--- src/rtl/caliptra_apb_cmd_pkg.sv ---
// Shared types for the Caliptra APB command driver: FSM states and request/response records.
// Bus widths come from CALIPTRA_APB_*_WIDTH; the timeout feature is enabled by CALIPTRA_APB_CMD_TIMEOUT_EN.
`ifndef CALIPTRA_APB_ADDR_WIDTH
`define CALIPTRA_APB_ADDR_WIDTH 32
`endif
`ifndef CALIPTRA_APB_DATA_WIDTH
`define CALIPTRA_APB_DATA_WIDTH 32
`endif
`ifndef CALIPTRA_APB_USER_WIDTH
`define CALIPTRA_APB_USER_WIDTH 32
`endif

package caliptra_apb_cmd_pkg;
   localparam int APB_ADDR_W = `CALIPTRA_APB_ADDR_WIDTH;
   localparam int APB_DATA_W = `CALIPTRA_APB_DATA_WIDTH;
   localparam int APB_USER_W = `CALIPTRA_APB_USER_WIDTH;

   typedef enum logic [1:0] {
      ST_IDLE,
      ST_SETUP,
      ST_ACCESS,
      ST_RESP
   } cmd_state_e;

   typedef struct packed {
      logic                  write;
      logic [APB_ADDR_W-1:0] addr;
      logic [APB_DATA_W-1:0] wdata;
      logic [APB_USER_W-1:0] user;
   } cmd_req_t;

   typedef struct packed {
      logic [APB_DATA_W-1:0] rdata;
      logic                  err;
      logic                  timeout;
   } cmd_resp_t;
endpackage

--- src/rtl/caliptra_apb_cmd_timeout_ctr.sv ---
// ACCESS-phase cycle counter; expired is high during the TIMEOUT_CYCLES-th enabled cycle.
// Only instanced when CALIPTRA_APB_CMD_TIMEOUT_EN is defined.
module caliptra_apb_cmd_timeout_ctr #(
   parameter int TIMEOUT_CYCLES = 1024
) (
   input  logic clk,
   input  logic srst,
   input  logic clear,
   input  logic enable,
   output logic expired
);
   localparam int CW = $clog2(TIMEOUT_CYCLES + 1);
   localparam logic [CW-1:0] LAST = CW'(TIMEOUT_CYCLES - 1);

   logic [CW-1:0] cnt_reg;

   // Holds k-1 during the k-th ACCESS cycle and saturates at the final count.
   always_ff @(posedge clk) begin
      if (srst || clear) begin
         cnt_reg <= '0;
      end else if (enable && (cnt_reg != LAST)) begin
         cnt_reg <= cnt_reg + 1'b1;
      end
   end

   assign expired = enable && (cnt_reg == LAST);
endmodule

--- src/rtl/caliptra_apb_cmd_driver.sv ---
// Single-outstanding APB master: accepts one command, runs SETUP/ACCESS, holds the response until consumed.
// Define CALIPTRA_APB_CMD_TIMEOUT_EN to abort ACCESS after TIMEOUT_CYCLES without pready.
`ifndef CALIPTRA_APB_ADDR_WIDTH
`define CALIPTRA_APB_ADDR_WIDTH 32
`endif
`ifndef CALIPTRA_APB_DATA_WIDTH
`define CALIPTRA_APB_DATA_WIDTH 32
`endif
`ifndef CALIPTRA_APB_USER_WIDTH
`define CALIPTRA_APB_USER_WIDTH 32
`endif

module caliptra_apb_cmd_driver
   import caliptra_apb_cmd_pkg::*;
#(
   parameter int TIMEOUT_CYCLES = 1024,
   parameter int ADDR_W         = `CALIPTRA_APB_ADDR_WIDTH,
   parameter int DATA_W         = `CALIPTRA_APB_DATA_WIDTH,
   parameter int USER_W         = `CALIPTRA_APB_USER_WIDTH
) (
   input  logic              core_clk,
   input  logic              core_rst,
   input  logic              req_valid,
   output logic              req_ready,
   input  logic              req_write,
   input  logic [ADDR_W-1:0] req_addr,
   input  logic [DATA_W-1:0] req_wdata,
   input  logic [USER_W-1:0] req_user,
   output logic              resp_valid,
   input  logic              resp_ready,
   output logic [DATA_W-1:0] resp_rdata,
   output logic              resp_err,
   output logic              resp_timeout,
   output logic              psel,
   output logic              penable,
   output logic              pwrite,
   output logic [ADDR_W-1:0] paddr,
   output logic [DATA_W-1:0] pwdata,
   output logic [USER_W-1:0] pauser,
   input  logic              pready,
   input  logic              pslverr,
   input  logic [DATA_W-1:0] prdata
);
   cmd_state_e state_reg;
   cmd_req_t   req_reg;
   cmd_resp_t  resp_reg;
   logic       req_ready_reg;
   logic       resp_valid_reg;
   logic       psel_reg;
   logic       penable_reg;
   logic       timeout_hit;

`ifdef CALIPTRA_APB_CMD_TIMEOUT_EN
   caliptra_apb_cmd_timeout_ctr #(
      .TIMEOUT_CYCLES(TIMEOUT_CYCLES)
   ) u_timeout_ctr (
      .clk     (core_clk),
      .srst    (core_rst),
      .clear   (state_reg == ST_SETUP),
      .enable  (state_reg == ST_ACCESS),
      .expired (timeout_hit)
   );
`else
   assign timeout_hit = 1'b0;
`endif

   always_ff @(posedge core_clk) begin
      if (core_rst) begin
         state_reg      <= ST_IDLE;
         req_ready_reg  <= 1'b0;
         psel_reg       <= 1'b0;
         penable_reg    <= 1'b0;
         resp_valid_reg <= 1'b0;
         req_reg        <= '0;
         resp_reg       <= '0;
      end else begin
         case (state_reg)
            ST_IDLE: begin
               if (req_valid && req_ready_reg) begin
                  req_reg.write <= req_write;
                  req_reg.addr  <= req_addr;
                  req_reg.wdata <= req_wdata;
                  req_reg.user  <= req_user;
                  req_ready_reg <= 1'b0;
                  psel_reg      <= 1'b1;
                  state_reg     <= ST_SETUP;
               end else begin
                  req_ready_reg <= 1'b1;
               end
            end
            ST_SETUP: begin
               penable_reg <= 1'b1;
               state_reg   <= ST_ACCESS;
            end
            ST_ACCESS: begin
               // pready takes priority over a timeout landing in the same cycle.
               if (pready) begin
                  resp_reg.rdata   <= (!req_reg.write && !pslverr) ? prdata : '0;
                  resp_reg.err     <= pslverr;
                  resp_reg.timeout <= 1'b0;
               end else if (timeout_hit) begin
                  resp_reg.rdata   <= '0;
                  resp_reg.err     <= 1'b1;
                  resp_reg.timeout <= 1'b1;
               end
               if (pready || timeout_hit) begin
                  psel_reg       <= 1'b0;
                  penable_reg    <= 1'b0;
                  resp_valid_reg <= 1'b1;
                  state_reg      <= ST_RESP;
               end
            end
            ST_RESP: begin
               if (resp_ready) begin
                  resp_valid_reg <= 1'b0;
                  req_ready_reg  <= 1'b1;
                  state_reg      <= ST_IDLE;
               end
            end
            default: state_reg <= ST_IDLE;
         endcase
      end
   end

   assign req_ready    = req_ready_reg;
   assign resp_valid   = resp_valid_reg;
   assign resp_rdata   = resp_reg.rdata;
   assign resp_err     = resp_reg.err;
   assign resp_timeout = resp_reg.timeout;
   assign psel         = psel_reg;
   assign penable      = penable_reg;
   assign pwrite       = req_reg.write;
   assign paddr        = req_reg.addr;
   assign pwdata       = req_reg.wdata;
   assign pauser       = req_reg.user;
endmodule

--- config.mk ---
export PLATFORM = sky130hd
export DESIGN_NAME = caliptra_apb_cmd_driver
export DESIGN_NICKNAME = d
export VERILOG_FILES = /design/src/rtl/caliptra_apb_cmd_pkg.sv /design/src/rtl/caliptra_apb_cmd_timeout_ctr.sv /design/src/rtl/caliptra_apb_cmd_driver.sv
export SDC_FILE = /design/constraint.sdc
export NUM_CORES = 1
export LEC_CHECK = 0
export ABC_AREA = 1
export CORE_UTILIZATION = 42
export DETAILED_ROUTE_END_ITERATION = 6
export PLACE_DENSITY = 0.86
export SYNTH_ARGS = -nofsm -noshare
export SYNTH_HDL_FRONTEND = slang
export SYNTH_SLANG_ARGS = --single-unit
--- constraint.sdc ---
create_clock -name core_clk -period 2.5 [get_ports core_clk]
set_input_delay 0.5 -clock core_clk [delete_from_list [all_inputs] [get_ports core_clk]]
set_output_delay 0.5 -clock core_clk [all_outputs]
set_load 0.005 [all_outputs]
# Yosys cells after proc, flatten, opt, wreduce, memory -nomap -nowiden
# Cells that the tools add are included.
[totals]
reg_bits = 136
inputBits = 135
out_inout_bits = 135
elab_cells = 48
[op_classes]
n_eq_ne = 6
mux = 15
reduce_logical = 16
[ops]
columns = ["cell", "n"]
rows = [
  ["$mux W32", 1],
  ["$reduce_and A3 Y1", 3],
  ["$pmux W1 S2", 4],
  ["$pmux W2 S4", 1],
  ["$reduce_and A2 Y1", 4],
  ["$reduce_bool A2 Y1", 4],
  ["$mux W1", 6],
  ["$mux W2", 3],
  ["$ne A2 B2 Y1 const B", 3],
  ["$eq A2 B2 Y1 const B", 2],
  ["$eq A2 B1 Y1 const B", 1],
  ["$logic_and A1 B1 Y1", 2],
  ["$logic_not A1 Y1", 2],
  ["$logic_not A2 Y1", 1],
]

# Logic depth before layout (Yosys ltp)
# Gate-level depths: netlist of run 1.
[depth]
depth_word = 3
depth_mapped = 9
depth_no_buf = 8

# Least setup slack after synthesis of run 1
# No wires, ideal clock.
[synth_timing]
path_kind = "register to register"
startpoint = "reg state_reg[0]"
endpoint = "reg req_reg (netlist bit pwdata[12])"
arrival_ns = 1.326
required_time_ns = 2.384
path_slack_ns = 1.058
path_stages_with_launch = 10
synth_period_minus_slack_ns = 1.442
path_cell_list = "dfxtp_1 inv_1 ha_1 inv_1 nor2_4 inv_2 buf_6 buf_6 nor2_1 nor2_1"
[synth_via]
elab_chain_len = 2
[synth_lines]
columns = ["item", "line_no", "text"]
rows = [
  ["start: declaration", "caliptra_apb_cmd_driver.sv:44", "cmd_state_e state_reg;"],
  ["start signal: assignment", "caliptra_apb_cmd_driver.sv:69", "state_reg <= ST_IDLE;"],
  ["start signal: assignment", "caliptra_apb_cmd_driver.sv:86", "state_reg <= ST_SETUP;"],
  ["start signal: assignment", "caliptra_apb_cmd_driver.sv:93", "state_reg <= ST_ACCESS;"],
  ["$logic_not A2 Y1", "caliptra_apb_cmd_driver.sv:77", "case (state_reg)"],
  ["$reduce_and A2 Y1 (no source line)", "-", ""],
  ["end: declaration", "caliptra_apb_cmd_driver.sv:45", "cmd_req_t req_reg;"],
]
# No other way between the ends.
# A chain may end at the register's enable or synchronous reset.

# Worst setup path after layout of run 1
[layout_timing]
startpoint = "reg state_reg[0]"
endpoint = "reg req_reg (netlist bit pwdata[15])"
# Same word-level chain as after synthesis.

==> results of run 1 <==
==> metrics by stage <==
| stage | setup slack [ns] | area, µm² |
|---|---|---|
| 6_report | 0.513 | 8270 |
| 5_1_grt | 0.380 | 8270 |
| 4_1_cts | 0.506 | 8270 |
| 3_5_place_dp | 0.349 | 7690 |
| 3_3_place_gp | 0.456 | 7690 |
| 2_1_floorplan | 1.06 | 4980 |
==> critical path: stages (launching register included) <==
cell and delay, ns:
sky130_fd_sc_hd__dfxtp_1 0.38, sky130_fd_sc_hd__inv_1 0.13, sky130_fd_sc_hd__ha_1 0.24, sky130_fd_sc_hd__inv_1 0.12, sky130_fd_sc_hd__nor2_4 0.07, sky130_fd_sc_hd__inv_2 0.33, sky130_fd_sc_hd__buf_4 0.40, sky130_fd_sc_hd__nor2_1 0.11
sky130_fd_sc_hd__nor2_1 0.13
==> logic make-up after synthesis <==
family / Yosys count
AO/OA/AOI/OAI: 134
adder cells (fa/ha/maj): 7
flip-flops: 136
buffers and inverters: 55
other: 1
AND/OR/NAND/NOR: 295
==> path summary, 6_finish.rpt <==
check / depth (start not counted) / end / from
worst max-delay path: 8 / pwdata[15] / state_reg[0]
worst min-delay path: 2 / resp_rdata[13] / resp_rdata[13]
worst max register to register: 8 / pwdata[15] / state_reg[0]
worst min register to register: 2 / resp_rdata[13] / resp_rdata[13]
==> placed cells by master, fill, tap and decap left out <==
master	count
sky130_fd_sc_hd__clkdlybuf4s50_1	268
sky130_fd_sc_hd__nor2_1	203
sky130_fd_sc_hd__dfxtp_1	136
sky130_fd_sc_hd__o21ai_0	91
sky130_fd_sc_hd__nand2_1	75
sky130_fd_sc_hd__a21oi_1	26
sky130_fd_sc_hd__clkbuf_16	17
sky130_fd_sc_hd__nand2_2	12
sky130_fd_sc_hd__inv_1	11
sky130_fd_sc_hd__a21oi_2	10
sky130_fd_sc_hd__o21ai_1	7
sky130_fd_sc_hd__ha_1	7
sky130_fd_sc_hd__buf_4	7
sky130_fd_sc_hd__clkbuf_8	6
sky130_fd_sc_hd__clkinv_2	4
sky130_fd_sc_hd__inv_2	2
sky130_fd_sc_hd__nand4_1	2
sky130_fd_sc_hd__clkinvlp_4	2
sky130_fd_sc_hd__clkbuf_1	2
sky130_fd_sc_hd__buf_12	2
sky130_fd_sc_hd__nor2_4	1
sky130_fd_sc_hd__nor3_4	1
sky130_fd_sc_hd__nand3_1	1
sky130_fd_sc_hd__conb_1	1
sky130_fd_sc_hd__bufinv_16	1
==> cell type report <==
class	count	area share [%]
Inverter	13	0.590
Timing Repair Buffer	277	33.6
Clock buffer	25	6.23
Multi-Input combinational cell	437	23.7
Tap cell	143	2.16
Sequential cell	136	32.9
Clock inverter	7	0.787
==> synth_stat cells (all sizes together) <==
| cell | count | area share, % |
|---|---|---|
| nor2 | 204 | 16 |
| dfxtp | 136 | 55 |
| o21ai | 98 | 9.8 |
| nand2 | 87 | 7.2 |
| a21oi | 36 | 4.4 |
| buf | 24 | 3.6 |
| clkbuf | 18 | 1.4 |
| inv | 13 | 0.98 |
| ha | 7 | 1.8 |
| nand4 | 2 | 0.25 |
| conb | 1 | 0.075 |
| nand3 | 1 | 0.10 |
| nor3 | 1 | 0.33 |
==> metal layers <==
layer | up-vias | part of all wire, %
li1 | 2507 | -
met1 | 2268 | 40
met3 | 43 | 8.0
met4 | 0 | 3.9
met5 | - | 0
met2 | 187 | 48
==> power by group through the flow <==
stage          clock [mW]  combinational (mW)  sequential (mW)
2_1_floorplan           0               0.849             2.90
5_1_grt              2.55                2.36             2.90
3_5_place_dp            0                2.13             2.87
6_report             2.41                2.14             2.84
3_3_place_gp            0                2.10             2.86
4_1_cts              2.45                2.15             2.84
==> results.toml, run 1 <==
[die]
rows = 39
floorplan.initialDensity_pct = 43.4
floorplan_die_area_um2 = 12300
top_level_ports = 270
die_height_um = 111
die_width_um = 111
core_area_um2 = 11500

[clock_tree]
number_of_gates_resized_after_cts = 0
clk_latency_ns = 0.41
cts-hold-fix-buffers = 0
cts_buffer_depth = 2
cts_inserted_buffers = 17
worst_setup_hold_path_clk_slew_ns = 0.06
clk_root_buf = "sky130_fd_sc_hd__clkbuf_16"
htreeDepth = 4
cts_tree = "yes"
cts_num_sinks = 136
cts.repair_timing.setup_buffer_count = 0

[timing]
unrepaired_setup_endpoints_after_global_routing = "false"
min_period_over_period_pct = 79.5
setup_viol_count_final = 0
timing.setup.tns_ns = 0
layout_min_cycle_time_ns = 1.99
holdWs_ns = 0.462
final-max-slew-violation-count = 0
finClkSkew_ns = 0.00614
hold_violations = 0
achievable-frequency_mhz = 503

[worst_setup_path]
timing.critical_path.arrival_ns = 2.33
critical_path.max_fanout = 31
internal_reg_to_reg_setup_slack_ns = 0.51
worst_setup_path_end_kind = "register"
worstSetupStartpointType = "register"
worst-endpoint-required_ns = 2.84
timing.setup.critical_path_class = "register to register"

[drt]
final_antenna_net_count = 0
totalWireLength_um = 15000
route.vias.total = 5005
dr.first_iter.drc_count = 328
drt-vias-per-instance = 4.82
drt-pass1-iter-count = 4
drt-wirelength-per-cell_um = 14.5
drc = 0

[finish]
layout_nets = 1024
antenna_cells = 0
area.growth.synth_to_final_pct = 66.0
layout_cell_share_with_drive_strength_beyond_1_pct = 7.26
multi_input_comb_area_um2 = 1960
layout.area.seq_um2 = 2720
layout.filler_cells = 857
core_util_final_pct = 72.1
final-instance-count-excl-fill = 1038

[pwr]
leakagePower_nw = 3.34
vdd.ir_drop.worst_mv = 0.718
clk_pwr_share_pct = 32.6
share_seq_of_total_power_pct = 38.4
power.total_mw = 7.39
switching_share_pct = 28.2
power.internal_mw = 5.31
power_per_cell_area_nw_per_um2 = 894
p_switching_mw = 2.08
power.combinational.fraction_pct = 28.9

[status]
run_status = "finished clean"

[global_routing]
initial_antenna_violation_count = 0
first_pass_grt_wire_length_um = 24400
grt_max_degree = 99
groute.layer.met3.usage_pct = 9.02
global_route.peak_usage_layer = "met2"
grt_use_met1_pct = 28.0
met2_usage_pct = 42.0
grt_overflow_total = 0
global_route.usage.total_pct = 25.2
first_global_vias = 4970

[logic_synthesis]
yosysWarningCount = 0
synth_top_family_by_area = "simple AND/OR/NAND/NOR gates"
mappedNetlistArea_um2 = 4980
synthesis.instances = 628
postSynthNetCount = 770
netlist-cell-type-count = 22
synth_mux_area_share_pct = 0
yosys.area_share.simple_pct = 23.4
synth_seq_cells = 136
synth_seq_area_share_pct = 54.6
yosys.area_share.adder_pct = 1.76
complex_gate_fraction_of_the_synthesized_area_pct = 14.2
average_footprint_of_a_synthesized_cell_um2 = 7.93
post_synth_xor_area_fraction_pct = 0

[placement]
place_inst = 1006
estimated_wirelength_of_the_detail_placed_design_um = 10000
io_buffers = 268
place_congestion = 0.800

[job]
drv_cap = 0

[min_path]
hold_path.class = "register to register"
(Power assumes the default switching activity.)
==> run 2, diff against run 1 <==
--- a/config.mk
+++ b/config.mk
@@ -6,9 +6,9 @@
 export NUM_CORES = 1
 export LEC_CHECK = 0
 export ABC_AREA = 1
-export CORE_UTILIZATION = 42
+export CORE_UTILIZATION = 35
 export DETAILED_ROUTE_END_ITERATION = 6
-export PLACE_DENSITY = 0.86
+export PLACE_DENSITY = 0.76
 export SYNTH_ARGS = -nofsm -noshare
 export SYNTH_HDL_FRONTEND = slang
 export SYNTH_SLANG_ARGS = --single-unit
==> constraint.sdc (replaced) <==
create_clock -name core_clk -period 1.7 [get_ports core_clk]
set_input_delay 0.34 -clock core_clk [delete_from_list [all_inputs] [get_ports core_clk]]
set_output_delay 0.34 -clock core_clk [all_outputs]
set_load 0.005 [all_outputs]
==> results.toml, run 2 (synthesis gave the netlist of run 1 again) <==
[worst_setup_path]
timing.critical_path.slowest_cell_delay_ns = 0.53
timing.rr.start = "state_reg[0]"
worst_case_reg_to_reg_path_depth = 8
cpMaxStageDelayCell = "sky130_fd_sc_hd__clkdlybuf4s50_1"
timing.critical_path.arrival_ns = 1.29
crit-reg2reg-capture = "pauser[19]"
critical_path.max_fanout = 2
critPathTopFamily = "buffers and inverters"
critical_path.n_buffers_inverters = 1
worst_setup_path_end_kind = "output pin"
timing.setup.critical_path_class = "register to output pin"
critPathCapture = "psel"
worstSetupStartpointType = "register"
worst_setup_path_startpoint = "psel"
internal_reg_to_reg_setup_slack_ns = 0.14
timing.critical_path.depth = 1
timing.critical_path.cells = "clkdlybuf4s50_1"
worst-endpoint-required_ns = 1.36

[drt]
drt-vias-per-instance = 4.63
route.vias.total = 5008
dr.first_iter.drc_count = 233
drt-wirelength-per-cell_um = 14.4
final_antenna_net_count = 0
drt-pass1-iter-count = 5
drc = 0
totalWireLength_um = 15500

[job]
drv_cap = 0

[finish]
core_util_final_pct = 61.0
mostFrequentLayoutCells = "sky130_fd_sc_hd__clkdlybuf4s50_1, sky130_fd_sc_hd__nor2_1, sky130_fd_sc_hd__dfxtp_1, sky130_fd_sc_hd__o21ai_0, sky130_fd_sc_hd__nand2_1"
finalInstanceArea_um2 = 8460
final-instance-count-excl-fill = 1082
layout.filler_cells = 1198
area.growth.synth_to_final_pct = 69.9
most_frequent_standard_cell_in_the_layout_excluding_fill_and_tap_cells = "sky130_fd_sc_hd__clkdlybuf4s50_1"
layout_nets = 1032
antenna_cells = 0
layout_cell_share_with_drive_strength_beyond_1_pct = 8.20

[min_path]
hold_path.class = "register to register"

[status]
run_status = "finished clean"

[pwr]
p_switching_mw = 3.12
power.internal_mw = 8.06
clk_pwr_share_pct = 33.0
switching_share_pct = 27.9
power_per_cell_area_nw_per_um2 = 1320
leakagePower_nw = 3.42
vdd.ir_drop.worst_mv = 0.706
power.total_mw = 11.2
power.combinational.fraction_pct = 29.5
share_seq_of_total_power_pct = 37.4

[timing]
finClkSkew_ns = 0.00532
final-max-slew-violation-count = 0
holdWs_ns = 0.464
setup_viol_count_final = 0
min_period_over_period_pct = 95.9
achievable-frequency_mhz = 613
hold_violations = 0
unrepaired_setup_endpoints_after_global_routing = "false"
layout_min_cycle_time_ns = 1.63

[die]
floorplan.initialDensity_pct = 35.9
top_level_ports = 270
rows = 43
core_area_um2 = 13900
die_width_um = 121
die_height_um = 121
floorplan_die_area_um2 = 14700

[global_routing]
grt_overflow_total = 0
first_pass_grt_wire_length_um = 23800
global_route.usage.total_pct = 20.8
first_global_vias = 4747
grt_max_degree = 60
initial_antenna_violation_count = 0

[placement]
io_buffers = 268
estimated_wirelength_of_the_detail_placed_design_um = 10200
place_inst = 1047
place_congestion = 0.799
postPlaceCellArea_um2 = 7800

[clock_tree]
htreeDepth = 4
cts_num_sinks = 136
cts_tree = "yes"
cts_buffer_depth = 2
clk_latency_ns = 0.42
cts-hold-fix-buffers = 0
clk_root_buf = "sky130_fd_sc_hd__clkbuf_16"
cts_inserted_buffers = 17
worst_setup_hold_path_clk_slew_ns = 0.05
[run 2: area by class of cell]
type	instances	area, µm²	share of cell area (%)
multi-input combinational	437	1960	23.2
clock buffer	22	464	5.48
tap	180	225	2.66
sequential	136	2730	32.2
inverter	13	51.3	0.606
timing repair buffer	285	2910	34.4
clock inverter	9	124	1.46
[run 2: how the worst min path moves through the flow]
stage | from | endpoint | cells after the start | slack [ns]
floorplan | resp_valid | resp_valid | 2 | 0.46
global placement | resp_rdata[7] | resp_rdata[7] | 2 | 0.45
detailed placement | resp_rdata[19] | resp_rdata[19] | 2 | 0.45
CTS | resp_rdata[19] | resp_rdata[19] | 2 | 0.46
global route | prdata[3] | resp_rdata[3] | 3 | 0.47
finish | resp_rdata[4] | resp_rdata[4] | 2 | 0.46
[run 2: power by group through the flow]
stage | combinational (mW) | sequential [mW] | clock [mW]
5_1_grt | 3.64 | 4.27 | 3.92
6_report | 3.30 | 4.18 | 3.69
4_1_cts | 3.22 | 4.18 | 3.75
3_5_place_dp | 3.19 | 4.22 | 0
2_1_floorplan | 1.25 | 4.27 | 0
3_3_place_gp | 3.17 | 4.21 | 0
[run 2: worst register-to-register path: stages (launching register included)]
cell                        delay, ns
sky130_fd_sc_hd__dfxtp_2         0.35
sky130_fd_sc_hd__inv_1           0.10
sky130_fd_sc_hd__ha_1            0.23
sky130_fd_sc_hd__inv_1           0.11
sky130_fd_sc_hd__nor2_4          0.07
sky130_fd_sc_hd__buf_4           0.14
sky130_fd_sc_hd__clkbuf_16       0.19
sky130_fd_sc_hd__o21ai_0         0.20
sky130_fd_sc_hd__nor2_1          0.06
[run 2: per-stage QoR]
step	worst slack [ns]	TNS, ns
floorplan	0.258	0
global placement	0.0188	0
detailed placement	-0.00999	-0.0269
CTS	0.00578	0
global route	0.0186	0
finish	0.0699	0
[run 2: routing by layer]
metal  GRT usage [%]  part of all wire (%)
met4            10.9                   3.5
met1            24.0                    42
met2            33.5                    48
met5               0                     0
met3            7.66                   7.0
[run 2: what timing repair did]
action,in CTS,in global routing
setup endpoints to repair,1,28
setup buffers,0,2
pin swaps,0,1
resized for setup,1,5
cloned,0,2
